## src/rtl/merge_n_pkg.sv

```systemverilog
// Shared types and constants for the N-input merge block.
// Holds the select-mode FSM states and the MODE encodings.
package merge_n_pkg;

    typedef enum logic [0:0] {
        IDLE  = 1'b0,
        GRANT = 1'b1
    } state_t;

    localparam int MODE_SELECT = 0;
    localparam int MODE_RR     = 1;

endpackage

```

## src/rtl/merge_n_rr_arbiter.sv

```systemverilog
// Round-robin arbiter: grants the first request found scanning upward from
// the pointer, wrapping modulo NUM_IN. Purely combinational.
module rr_arbiter
    import merge_n_pkg::*;
#(
    parameter int NUM_IN = 4,
    parameter int SEL_W  = 2
) (
    input  logic [NUM_IN-1:0] i_req,
    input  logic [SEL_W-1:0]  i_ptr,
    output logic [NUM_IN-1:0] o_grant,
    output logic [SEL_W-1:0]  o_gidx
);

    // One extra bit so ptr + offset never overflows before the wrap.
    logic [SEL_W:0] w_idx;
    logic           w_found;

    always_comb begin
        o_grant = '0;
        o_gidx  = '0;
        w_found = 1'b0;
        w_idx   = '0;
        for (int i = 0; i < NUM_IN; i++) begin
            w_idx = {1'b0, i_ptr} + (SEL_W+1)'(i);
            if (w_idx >= (SEL_W+1)'(NUM_IN)) begin
                w_idx = w_idx - (SEL_W+1)'(NUM_IN);
            end
            if (!w_found && i_req[w_idx[SEL_W-1:0]]) begin
                w_found                   = 1'b1;
                o_grant[w_idx[SEL_W-1:0]] = 1'b1;
                o_gidx                    = w_idx[SEL_W-1:0];
            end
        end
    end

endmodule

```

## src/rtl/merge_n.sv

```systemverilog
// N-input merge into a single registered output, either steered by select
// tokens (MODE 0) or by round-robin arbitration across inputs (MODE 1).
module merge_n
    import merge_n_pkg::*;
#(
    parameter int WIDTH  = 8,
    parameter int NUM_IN = 4,
    parameter int MODE   = 0,
    parameter int SEL_W  = $clog2(NUM_IN)
) (
    input  logic                    clk,
    input  logic                    reset,
    input  logic                    sel_valid,
    output logic                    sel_ready,
    input  logic [SEL_W-1:0]        sel_data,
    input  logic [NUM_IN-1:0]       in_valid,
    output logic [NUM_IN-1:0]       in_ready,
    input  logic [NUM_IN*WIDTH-1:0] in_data,
    output logic                    out_valid,
    input  logic                    out_ready,
    output logic [WIDTH-1:0]        out_data,
    output logic [SEL_W-1:0]        out_src,
    output logic                    sel_err
);

    logic              r_out_valid;
    logic [WIDTH-1:0]  r_out_data;
    logic [SEL_W-1:0]  r_out_src;
    logic              r_sel_err;

    logic              w_out_free;
    logic [NUM_IN-1:0] w_in_ready;
    logic              w_sel_ready;
    logic              w_sel_err_set;
    logic              w_load;
    logic [SEL_W-1:0]  w_load_idx;
    logic [WIDTH-1:0]  w_load_data;

    assign w_out_free = !r_out_valid || out_ready;

    if (MODE == MODE_RR) begin : g_rr
        logic [SEL_W-1:0]  r_ptr;
        logic [NUM_IN-1:0] w_rr_grant;
        logic [SEL_W-1:0]  w_rr_gidx;
        logic              w_unused_sel;

        rr_arbiter #(
            .NUM_IN (NUM_IN),
            .SEL_W  (SEL_W)
        ) u_rr_arbiter (
            .i_req   (in_valid),
            .i_ptr   (r_ptr),
            .o_grant (w_rr_grant),
            .o_gidx  (w_rr_gidx)
        );

        assign w_unused_sel  = ^{sel_valid, sel_data};
        assign w_in_ready    = (!reset && w_out_free) ? w_rr_grant : '0;
        assign w_sel_ready   = 1'b0;
        assign w_sel_err_set = 1'b0;
        assign w_load_idx    = w_rr_gidx;

        // Pointer moves one past the winner, so the winner has lowest priority next.
        always_ff @(posedge clk) begin
            if (reset) begin
                r_ptr <= '0;
            end else if (w_load) begin
                r_ptr <= (w_rr_gidx == SEL_W'(NUM_IN - 1)) ? '0 : w_rr_gidx + SEL_W'(1);
            end
        end
    end else begin : g_sel
        state_t           r_state;
        logic [SEL_W-1:0] r_gidx;
        logic             w_bad_tok;

        assign w_bad_tok     = ({1'b0, sel_data} >= (SEL_W+1)'(NUM_IN));
        assign w_sel_ready   = !reset && (r_state == IDLE);
        assign w_sel_err_set = sel_valid && w_sel_ready && w_bad_tok;
        assign w_load_idx    = r_gidx;

        always_comb begin
            w_in_ready = '0;
            if (!reset && (r_state == GRANT) && w_out_free) begin
                w_in_ready[r_gidx] = 1'b1;
            end
        end

        always_ff @(posedge clk) begin
            if (reset) begin
                r_state <= IDLE;
                r_gidx  <= '0;
            end else begin
                case (r_state)
                    IDLE: begin
                        if (sel_valid && !w_bad_tok) begin
                            r_gidx  <= sel_data;
                            r_state <= GRANT;
                        end
                    end
                    GRANT: begin
                        if (w_load) begin
                            r_state <= IDLE;
                        end
                    end
                    default: r_state <= IDLE;
                endcase
            end
        end
    end

    assign w_load = |(in_valid & w_in_ready);

    always_comb begin
        w_load_data = '0;
        for (int i = 0; i < NUM_IN; i++) begin
            if (w_load_idx == SEL_W'(i)) begin
                w_load_data = in_data[i*WIDTH +: WIDTH];
            end
        end
    end

    // A load while the old word drains overwrites it and keeps out_valid high.
    always_ff @(posedge clk) begin
        if (reset) begin
            r_out_valid <= 1'b0;
            r_out_data  <= '0;
            r_out_src   <= '0;
            r_sel_err   <= 1'b0;
        end else begin
            r_sel_err <= w_sel_err_set;
            if (w_load) begin
                r_out_valid <= 1'b1;
                r_out_data  <= w_load_data;
                r_out_src   <= w_load_idx;
            end else if (out_ready) begin
                r_out_valid <= 1'b0;
            end
        end
    end

    assign sel_ready = w_sel_ready;
    assign in_ready  = w_in_ready;
    assign out_valid = r_out_valid;
    assign out_data  = r_out_data;
    assign out_src   = r_out_src;
    assign sel_err   = r_sel_err;

endmodule

```

## config.mk

```make
export PLATFORM = sky130hd
export DESIGN_NAME = merge_n
export DESIGN_NICKNAME = d
export VERILOG_FILES = /design/src/rtl/merge_n_pkg.sv /design/src/rtl/merge_n_rr_arbiter.sv /design/src/rtl/merge_n.sv
export SDC_FILE = /design/constraint.sdc
export NUM_CORES = 1
export LEC_CHECK = 0
export BUFFER_PORTS_ARGS = -buffer_cell sky130_fd_sc_hd__buf_2
export CELL_PAD_IN_SITES_DETAIL_PLACEMENT = 1
export CELL_PAD_IN_SITES_GLOBAL_PLACEMENT = 2
export CORE_MARGIN = 2
export CORE_UTILIZATION = 22
export DETAILED_ROUTE_END_ITERATION = 12
export PLACE_DENSITY_LB_ADDON = 0.08
export REMOVE_ABC_BUFFERS = 1
export SYNTH_ARGS = -nofsm -noshare
export SYNTH_HDL_FRONTEND = slang
export SYNTH_SLANG_ARGS = --single-unit
```

## constraint.sdc

```tcl
create_clock -name clk -period 1.4 [get_ports clk]
set_input_delay 0.21 -clock clk [delete_from_list [all_inputs] [get_ports clk]]
set_output_delay 0.21 -clock clk [all_outputs]
set_load 0.02 [all_outputs]
```

# After elaboration in Yosys (flattened, before gate mapping)
# Cells that the tools add are included.
classes:
  mux: 12
  bitwise_logic: 2
  reduce_logical: 11
  magnitude_cmp: 2
  n_eq_ne: 3
ops:
  columns: ["operator", "count"]
  rows:
  - ["2-to-1 mux 8 bit", 4]
  - ["2-to-1 mux 1 bit", 5]
  - ["bitwise AND 4 bit", 1]
  - ["== test 2 bit (second input constant)", 2]
  - ["logical AND 1 bit", 4]
  - ["2-to-1 mux 4 bit", 1]
  - ["OR reduction 4 bit", 1]
  - ["< comparator 2 x 3 -> 1 bit (second input constant)", 1]
  - ["demux 1 bit (select 2 bit)", 1]
  - ["== test 2 x 1 -> 1 bit (second input constant)", 1]
  - ["greater-or-equal comparator 2 x 1 -> 1 bit (second input constant)", 1]
  - ["zero test 1 bit", 2]
  - ["zero test 2 bit", 1]
  - ["one-hot mux 1 bit (2 select lines)", 1]
  - ["AND reduction 2 bit", 1]
  - ["nonzero test 2 bit", 1]
  - ["logical OR 1 bit", 1]
  - ["inverter 1 bit", 1]
totals:
  output_inout_bits: 17
  in_bits: 42
  reg_bits: 14
  elab_cells: 35

# Logic depth before layout (Yosys ltp)
# Gate-level depths: netlist of the first run.
logic_depth:
  depth_word: 9
  mapped_depth: 6
  mapped_depth_nobuf: 4

# Least setup slack after synthesis of the first run
# No wires, ideal clock.
synth_path:
  kind: "reg-to-output"
  from: "register g_sel.r_gidx[1]"
  to: "output in_ready[1]"
  arrival_time_ps: 1457
  setup_slack_ps: -267
  stages_incl_launch_ff: 4
  t_required_ps: 1190
  n_path_buf: 2
  path_cell_list: "dfxtp_1 -> buf_2 -> buf_1 -> nor4b_1"
synth_between:
  elab_chain_cells: 5
  elab_cells_between_ends: 6
  cone_classes: "2 x order compare; 3 x mux; 1 x reduce/logical"
synth_rtl:
  columns: ["item", "line_no", "rtl"]
  rows:
  - ["start: declaration", "merge_n.sv:73", "logic [SEL_W-1:0] r_gidx;"]
  - ["start signal: assignment", "merge_n.sv:96", "r_gidx <= sel_data;"]
  - ["< comparator 2 x 3 -> 1 bit (not written as such) or greater-or-equal comparator 2 x 1 -> 1 bit (tied branches)", "merge_n.sv:84", "w_in_ready[r_gidx] = 1'b1;"]
  - ["logical AND 1 bit (not written as such)", "merge_n.sv:84", null]
  - ["2-to-1 mux 1 bit (not written as such)", "merge_n.sv:84", null]
  - ["demux 1 bit (select 2 bit) *", "merge_n.sv:84", null]
  - ["2-to-1 mux 4 bit *", "merge_n.sv:83", "if (!reset && (r_state == GRANT) && w_out_free) begin"]
  - ["end: declaration", "merge_n.sv:17", "output logic [NUM_IN-1:0] in_ready,"]
# Every way passes the cells marked *; elsewhere a longest branch is shown, timed or not.

# Final worst setup path of the first run
layout_path:
  from: "register g_sel.r_gidx[0]"
  to: "register r_out_data[7] (netlist: out_data[7])"
layout_between:
  elab_chain_cells: 7
  elab_cells_between_ends: 16
  cone_classes: "2 x order compare; 3 x eq/ne; 7 x mux; 1 x bitwise; 3 x reduce/logical"
layout_rtl:
  columns: ["item", "line_no", "rtl"]
  rows:
  - ["< comparator 2 x 3 -> 1 bit (not written as such) or greater-or-equal comparator 2 x 1 -> 1 bit (tied branches)", "merge_n.sv:84", null]
  - ["logical AND 1 bit (not written as such)", "merge_n.sv:84", null]
  - ["2-to-1 mux 1 bit (not written as such)", "merge_n.sv:84", null]
  - ["demux 1 bit (select 2 bit)", "merge_n.sv:84", null]
  - ["2-to-1 mux 4 bit", "merge_n.sv:83", null]
  - ["bitwise AND 4 bit", "merge_n.sv:111", "assign w_load = |(in_valid & w_in_ready);"]
  - ["OR reduction 4 bit", "merge_n.sv:111", null]
  - ["end signal: assignment", "merge_n.sv:133", "r_out_data <= w_load_data;"]
  - ["end: declaration", "merge_n.sv:27", "logic [WIDTH-1:0] r_out_data;"]
# Several ways; a longest one is shown, not always the timed one.
# A chain may end at the register's enable or synchronous reset.

==> run metrics, run 1 <==
DRT antenna net count=0; total track usage=11.2%; final worst slack=-115 ps; Pre-Repair DR Iteration Count=2; Post-Synth XOR/XNOR Area=0%; # rows=23; Via Count=831; Max Clk Rate=660 MHz; skew final=1.71 ps; status=complete, but fails checks; drt total wl=2.63 mm; RSZ-0062 raised after global routing=yes; Die X=69.1 um; largest area contributor in the netlist=dfxtp_1; #FFs+latches synth=14; Post-Place Cell Area=1320 sq um; cell area after layout=1480 sq um; Buffers on Ports=57; Starting Density=23.1%; Setup-failing EPs final=13; critical path type=reg -> reg; register area share after synthesis=30.1%; clock insertion delay at the later pin of the skew report=240 ps; Arr. time, crit path=1640 ps; Final Non-Filler Cells=190; Worst-path clk slew=50 ps; Synthesis Warnings=0; layout cells sized above 1=72.9%; Layout Utilization=36.6%; most common cell in the synthesized netlist=dfxtp_1; Hold Vio Cnt, Final=0; H-tree lvl count=1; PwrDens=773 nW/um^2; cell count after placement=185; FILL cells=473; grt total ovfl=0; worst min-delay path class=in -> reg; clock buffer count from CTS=3; adder-cell share of the synthesized area=0%; post-synthesis mux area share=39.9%; Synth top area share=30.1%; Initial DRC Count=8; failing checks=setup timing; clk buf depth=2; dominant synthesized flop cell=dfxtp_1; Routed WL per cell=13.9 um; most common library cells after synthesis=dfxtp_1 (14), nor2b_1 (10), mux2_4 (9); simple-gate area share of the yosys netlist=18.5%; largest family of logic cells by synthesized area=multiplexers; Core ar.=4030 sq um; drt via density=4.37; Area contributors post-synth=dfxtp_1 (30%), mux2_4 (15%), mux4_1 (11%); Synth cell types=30; DRC viols=0; synthesized cell area=931 sq um; crit path launch type=register; final worst-path cycle share=108%; CTS tree=yes; largest net degree at the start of global routing=17; initial antenna violation count=0; maximum vdd drop=414 uV; Tmin final=1510 ps; DP Wirelength=2.10 mm; Nets=184; n_diodes=0; Mapped Cells=73; number of global-route vias before repair=916; worst reg2reg setup slack=-110 ps; I/O pin count=59; number of synthesized flops with an enable pin=0; GPL Wtd Cong=0.694; Max FO, Critical Path=11; Synth Area in Compound Gates=4.44%; max_cap viols=0; Leak=0.709 nW; async set-reset flop share out of synthesis=0%; Worst EP required=1530 ps; syn_area_per_cell=12.8 sq um; die height=69.1 um; first-pass GRT wire length=4.29 mm; CTS Sinks=14; CP endpoint kind=register; root buf cell=clkbuf_8; Slew Limit Fails=0; Die Area=4770 sq um; P&R area growth vs syn=58.5%
## worst max-delay path: stages, from the launching register on
cell and delay [ps]:
dfxtp_4 380, mux2_4 320, a31oi_4 200, buf_12 170
mux2_2 330
## per-stage QoR
step / TNS, ps / hold slack (ps) / power, mW / setup WS, ps
after floorplan: -5640 / 279 / 0.641 / -559
after global placement: -1480 / 450 / 0.790 / -185
after detailed placement: -1850 / 464 / 0.797 / -232
after CTS: -1080 / 207 / 1.16 / -126
after global routing: -1660 / 205 / 1.22 / -169
final: -942 / 211 / 1.14 / -115
## state kept, by name, indices dropped and copies added, names as in the netlist
signal / flops
out_valid: 1
g_sel.r_gidx: 2
g_sel.r_state: 1
out_data: 8
out_src: 2
## final cells by class
cell class	instances	area (sq um)	share of cell area [%]
Timing Repair Buffer	71	440	29.9
Clock buffer	3	41.3	2.80
Sequential cell	14	288	19.5
Inverter	1	3.75	0.254
Tap cell	50	62.6	4.24
Multi-Input combinational cell	51	639	43.3
## cell families after synthesis
kind of cell	Yosys count
and+or+nand+nor	25
muxes	21
DFF	14
buffers and inverters	8
AOI/OAI and AO/OA	4
other	1
## final timing paths
check,from,endpoint,cells past startpoint
max reg2reg,g_sel.r_gidx[0],out_data[7],4
min,sel_data[0],g_sel.r_gidx[0],3
max,g_sel.r_gidx[0],out_data[7],4
min reg2reg,out_src[1],out_src[1],2
## power breakdown
part	internal, mW	total [mW]	leakage (nW)	switching [mW]
Clock	0.190	0.318	0.0216	0.128
Sequential	0.429	0.448	0.116	0.0190
Combinational	0.215	0.375	0.572	0.160
Total	0.834	1.14	0.709	0.307
## what timing repair did
item / 4_1_cts / 5_1_grt
endpoints found under the setup margin: 13 / 13
gates resized for setup: 19 / 3
hold buffers: 0 / 0
pin swaps: 4 / 0
buffers inserted: 1 / 1
## cell usage in the layout, fill, tap and decap left out, types with 4 or more instances in the layout
cell,synthesis,final
mux2_4,9,9
dfxtp_1,14,10
mux4_2,4,4
buf_6,2,4
mux4_1,4,4
buf_4,1,12
buf_2,2,53
nor2_1,4,4
nor2b_1,10,10
## metal layers
metal / wire length (um) / GRT usage (%) / part of all wire (%) / vias to the layer above
li1: - / - / - / 399
met1: 1070 / 12.6 / 41 / 398
met2: 1400 / 20.5 / 53 / 32
met3: 126 / 2.92 / 4.8 / 2
met4: 27 / 3.27 / 1.0 / 0
met5: 0 / 0 / 0 / -
Power figures use the tool's default switching activity.
==> run 2: changes to the inputs <==
==> constraint.sdc (replaced) <==
create_clock -name clk -period 1.3 [get_ports clk]
set_input_delay 0.195 -clock clk [delete_from_list [all_inputs] [get_ports clk]]
set_output_delay 0.195 -clock clk [all_outputs]
set_load 0.02 [all_outputs]
==> run 2 against run 1 <==
  * The run still ends with setup timing left
  * Final area rose by 2.5%
  * Largest cell class unchanged
  * Via count rose by 0.24%
  * Combinational power rose by 8.5%
==> run metrics, run 2 (synthesis results as in run 1) <==
Max FO, Critical Path=11 (unchanged); Hold Vio Cnt, Final=0 (unchanged); I/O pin count=59 (unchanged); WP buf/inv=1 (unchanged); drt via density=4.34 (was 4.37); Fin Setup TNS=-2350 ps (was -942 ps); cell family with most CP delay=multiplexers (unchanged); Hold Path Origin=sel_data[0] (unchanged); Layout Utilization=37.5% (was 36.6%); final worst slack=-200 ps (was -115 ps); DRC viols=0 (unchanged); DP Wirelength=2.09 mm (was 2.10 mm); Routed WL per cell=14.1 um (was 13.9 um); Die X=69.1 um (unchanged); Hold EP=g_sel.r_gidx[0] (unchanged); Die Area=4770 sq um (unchanged); Multi-input gate area=656 sq um (was 639 sq um); R2R Path Start=g_sel.r_gidx[0] (unchanged); Nets=185 (was 184); critical path type=reg -> reg (unchanged); FILL cells=462 (was 473); Worst-path clk slew=60 ps (was 50 ps); P&R area growth vs syn=62.4% (was 58.5%); Crit-path slowest cell=dfxtp_4 (unchanged); Core ar.=4030 sq um (unchanged); Setup-failing EPs final=14 (was 13); number of global-route vias before repair=869 (was 916); biggest cell delay along the critical path=390 ps (was 380 ps); initial antenna violation count=0 (unchanged); GPL Wtd Cong=0.694 (about the same); final worst-path cycle share=115% (was 108%); Largest register FFs=8 (unchanged); PwrDens=870 nW/um^2 (was 773 nW/um^2); CP endpoint kind=register (unchanged); n_diodes=0 (unchanged); Initial DRC Count=6 (was 8); root buf cell=clkbuf_8 (unchanged); commonest non-fill, non-tap cell in the layout=buf_2 (unchanged); clock buffer count from CTS=3 (unchanged); worst min-delay path class=in -> reg (unchanged); Tmin final=1500 ps (was 1510 ps); # rows=23 (unchanged); RSZ-0062 raised after global routing=yes (unchanged); CTS tree=yes (unchanged); CTS Sinks=14 (unchanged); grt total ovfl=0 (unchanged); Max Clk Rate=667 MHz (was 660 MHz); Leak=0.736 nW (was 0.709 nW); status=complete, but fails checks (unchanged); total track usage=11.2% (about the same); Slew Limit Fails=0 (unchanged); Pre-Repair DR Iteration Count=2 (unchanged); Worst EP required=1430 ps (was 1530 ps); worst path cell trace=mux2_4 -> a31oi_4 -> buf_12 -> mux2_4 (was mux2_4 -> a31oi_4 -> buf_12 -> mux2_2); max_cap viols=0 (unchanged); largest net degree at the start of global routing=17 (unchanged); crit path launch type=register (unchanged); clock insertion delay at the later pin of the skew report=240 ps (about the same); Arr. time, crit path=1630 ps (was 1640 ps); failing checks=setup timing (unchanged); worst reg2reg setup slack=-200 ps (was -110 ps); clk buf depth=2 (unchanged); skew final=2.47 ps (was 1.71 ps); flip-flop and latch area=288 sq um (unchanged); H-tree lvl count=1 (unchanged); DRT antenna net count=0 (unchanged); commonest non-fill, non-tap cells in the layout=buf_2 (53), buf_4 (11), mux2_4 (10), nor2b_1 (10), dfxtp_1 (10) (was buf_2 (53), buf_4 (12), nor2b_1 (10), dfxtp_1 (10), mux2_4 (9)); Most Frequent Cell on Critical Path=mux2_4; die height=69.1 um (unchanged); maximum vdd drop=290 uV (was 414 uV); hold path depth=3 (unchanged); Post-CTS Hold Buffers=0 (unchanged); reg2reg end=out_data[7] (unchanged); Starting Density=23.1% (unchanged); drt total wl=2.71 mm (was 2.63 mm); Buffers on Ports=57 (unchanged); Via Count=833 (was 831); layout cells sized above 1=73.9% (was 72.9%); reg2reg path depth=4 (unchanged); first-pass GRT wire length=4.26 mm (was 4.29 mm)
-- run 2: worst max-delay path by stage --
stage | cells past startpoint | endpoint | from
3_5_place_dp | 5 | out_data[7] | g_sel.r_gidx[0]
5_1_grt | 4 | out_data[1] | g_sel.r_gidx[0]
6_report | 4 | out_data[7] | g_sel.r_gidx[0]
4_1_cts | 4 | out_data[7] | g_sel.r_gidx[0]
3_3_place_gp | 3 | out_data[0] | g_sel.r_gidx[0]
2_1_floorplan | 4 | out_data[7] | g_sel.r_gidx[0]
-- run 2: metal layers --
metal,GRT usage [%],vias up,share of wire (%)
met1,14.0,396,43
met3,1.61,2,4.4
met4,5.23,0,1.0
li1,-,406,-
met2,18.9,29,52
met5,0,-,0
-- run 2: what timing repair did --
action / in CTS / in global routing
setup endpoints to repair: 15 / 15
setup buffers: 1 / 1
gates resized for setup: 22 / 7
pin swaps: 5 / 3
-- run 2: worst min-delay path: cells and delay by family --
| kind | cells | cell delay (ps) |
|---|---|---|
| mux | 1 | 60 |
| simple gates | 1 | 70 |
| buf+inv | 1 | 80 |
-- run 2: per-stage QoR --
stage / setup WS, ps / instance area [sq um] / power, mW / instances / hold WS, ps
6_report: -200 / 1510 / 1.31 / 192 / 193
3_5_place_dp: -338 / 1330 / 0.861 / 186 / 441
3_3_place_gp: -285 / 1330 / 0.854 / 186 / 436
2_1_floorplan: -659 / 873 / 0.690 / 66 / 264
5_1_grt: -256 / 1510 / 1.39 / 192 / 210
4_1_cts: -209 / 1470 / 1.32 / 191 / 182
-- run 2: layout make-up --
type | count | area share [%]
multi-input cells | 51 | 43.4
clock buffers | 4 | 3.64
well taps | 50 | 4.14
flip-flops and latches | 14 | 19.0
inverters | 1 | 0.248
repair buffers | 72 | 29.6
-- run 2: report_power, final --
part	switching [mW]	internal, mW
registers	0.0211	0.461
logic	0.176	0.231
clock network	0.157	0.268
total	0.354	0.960
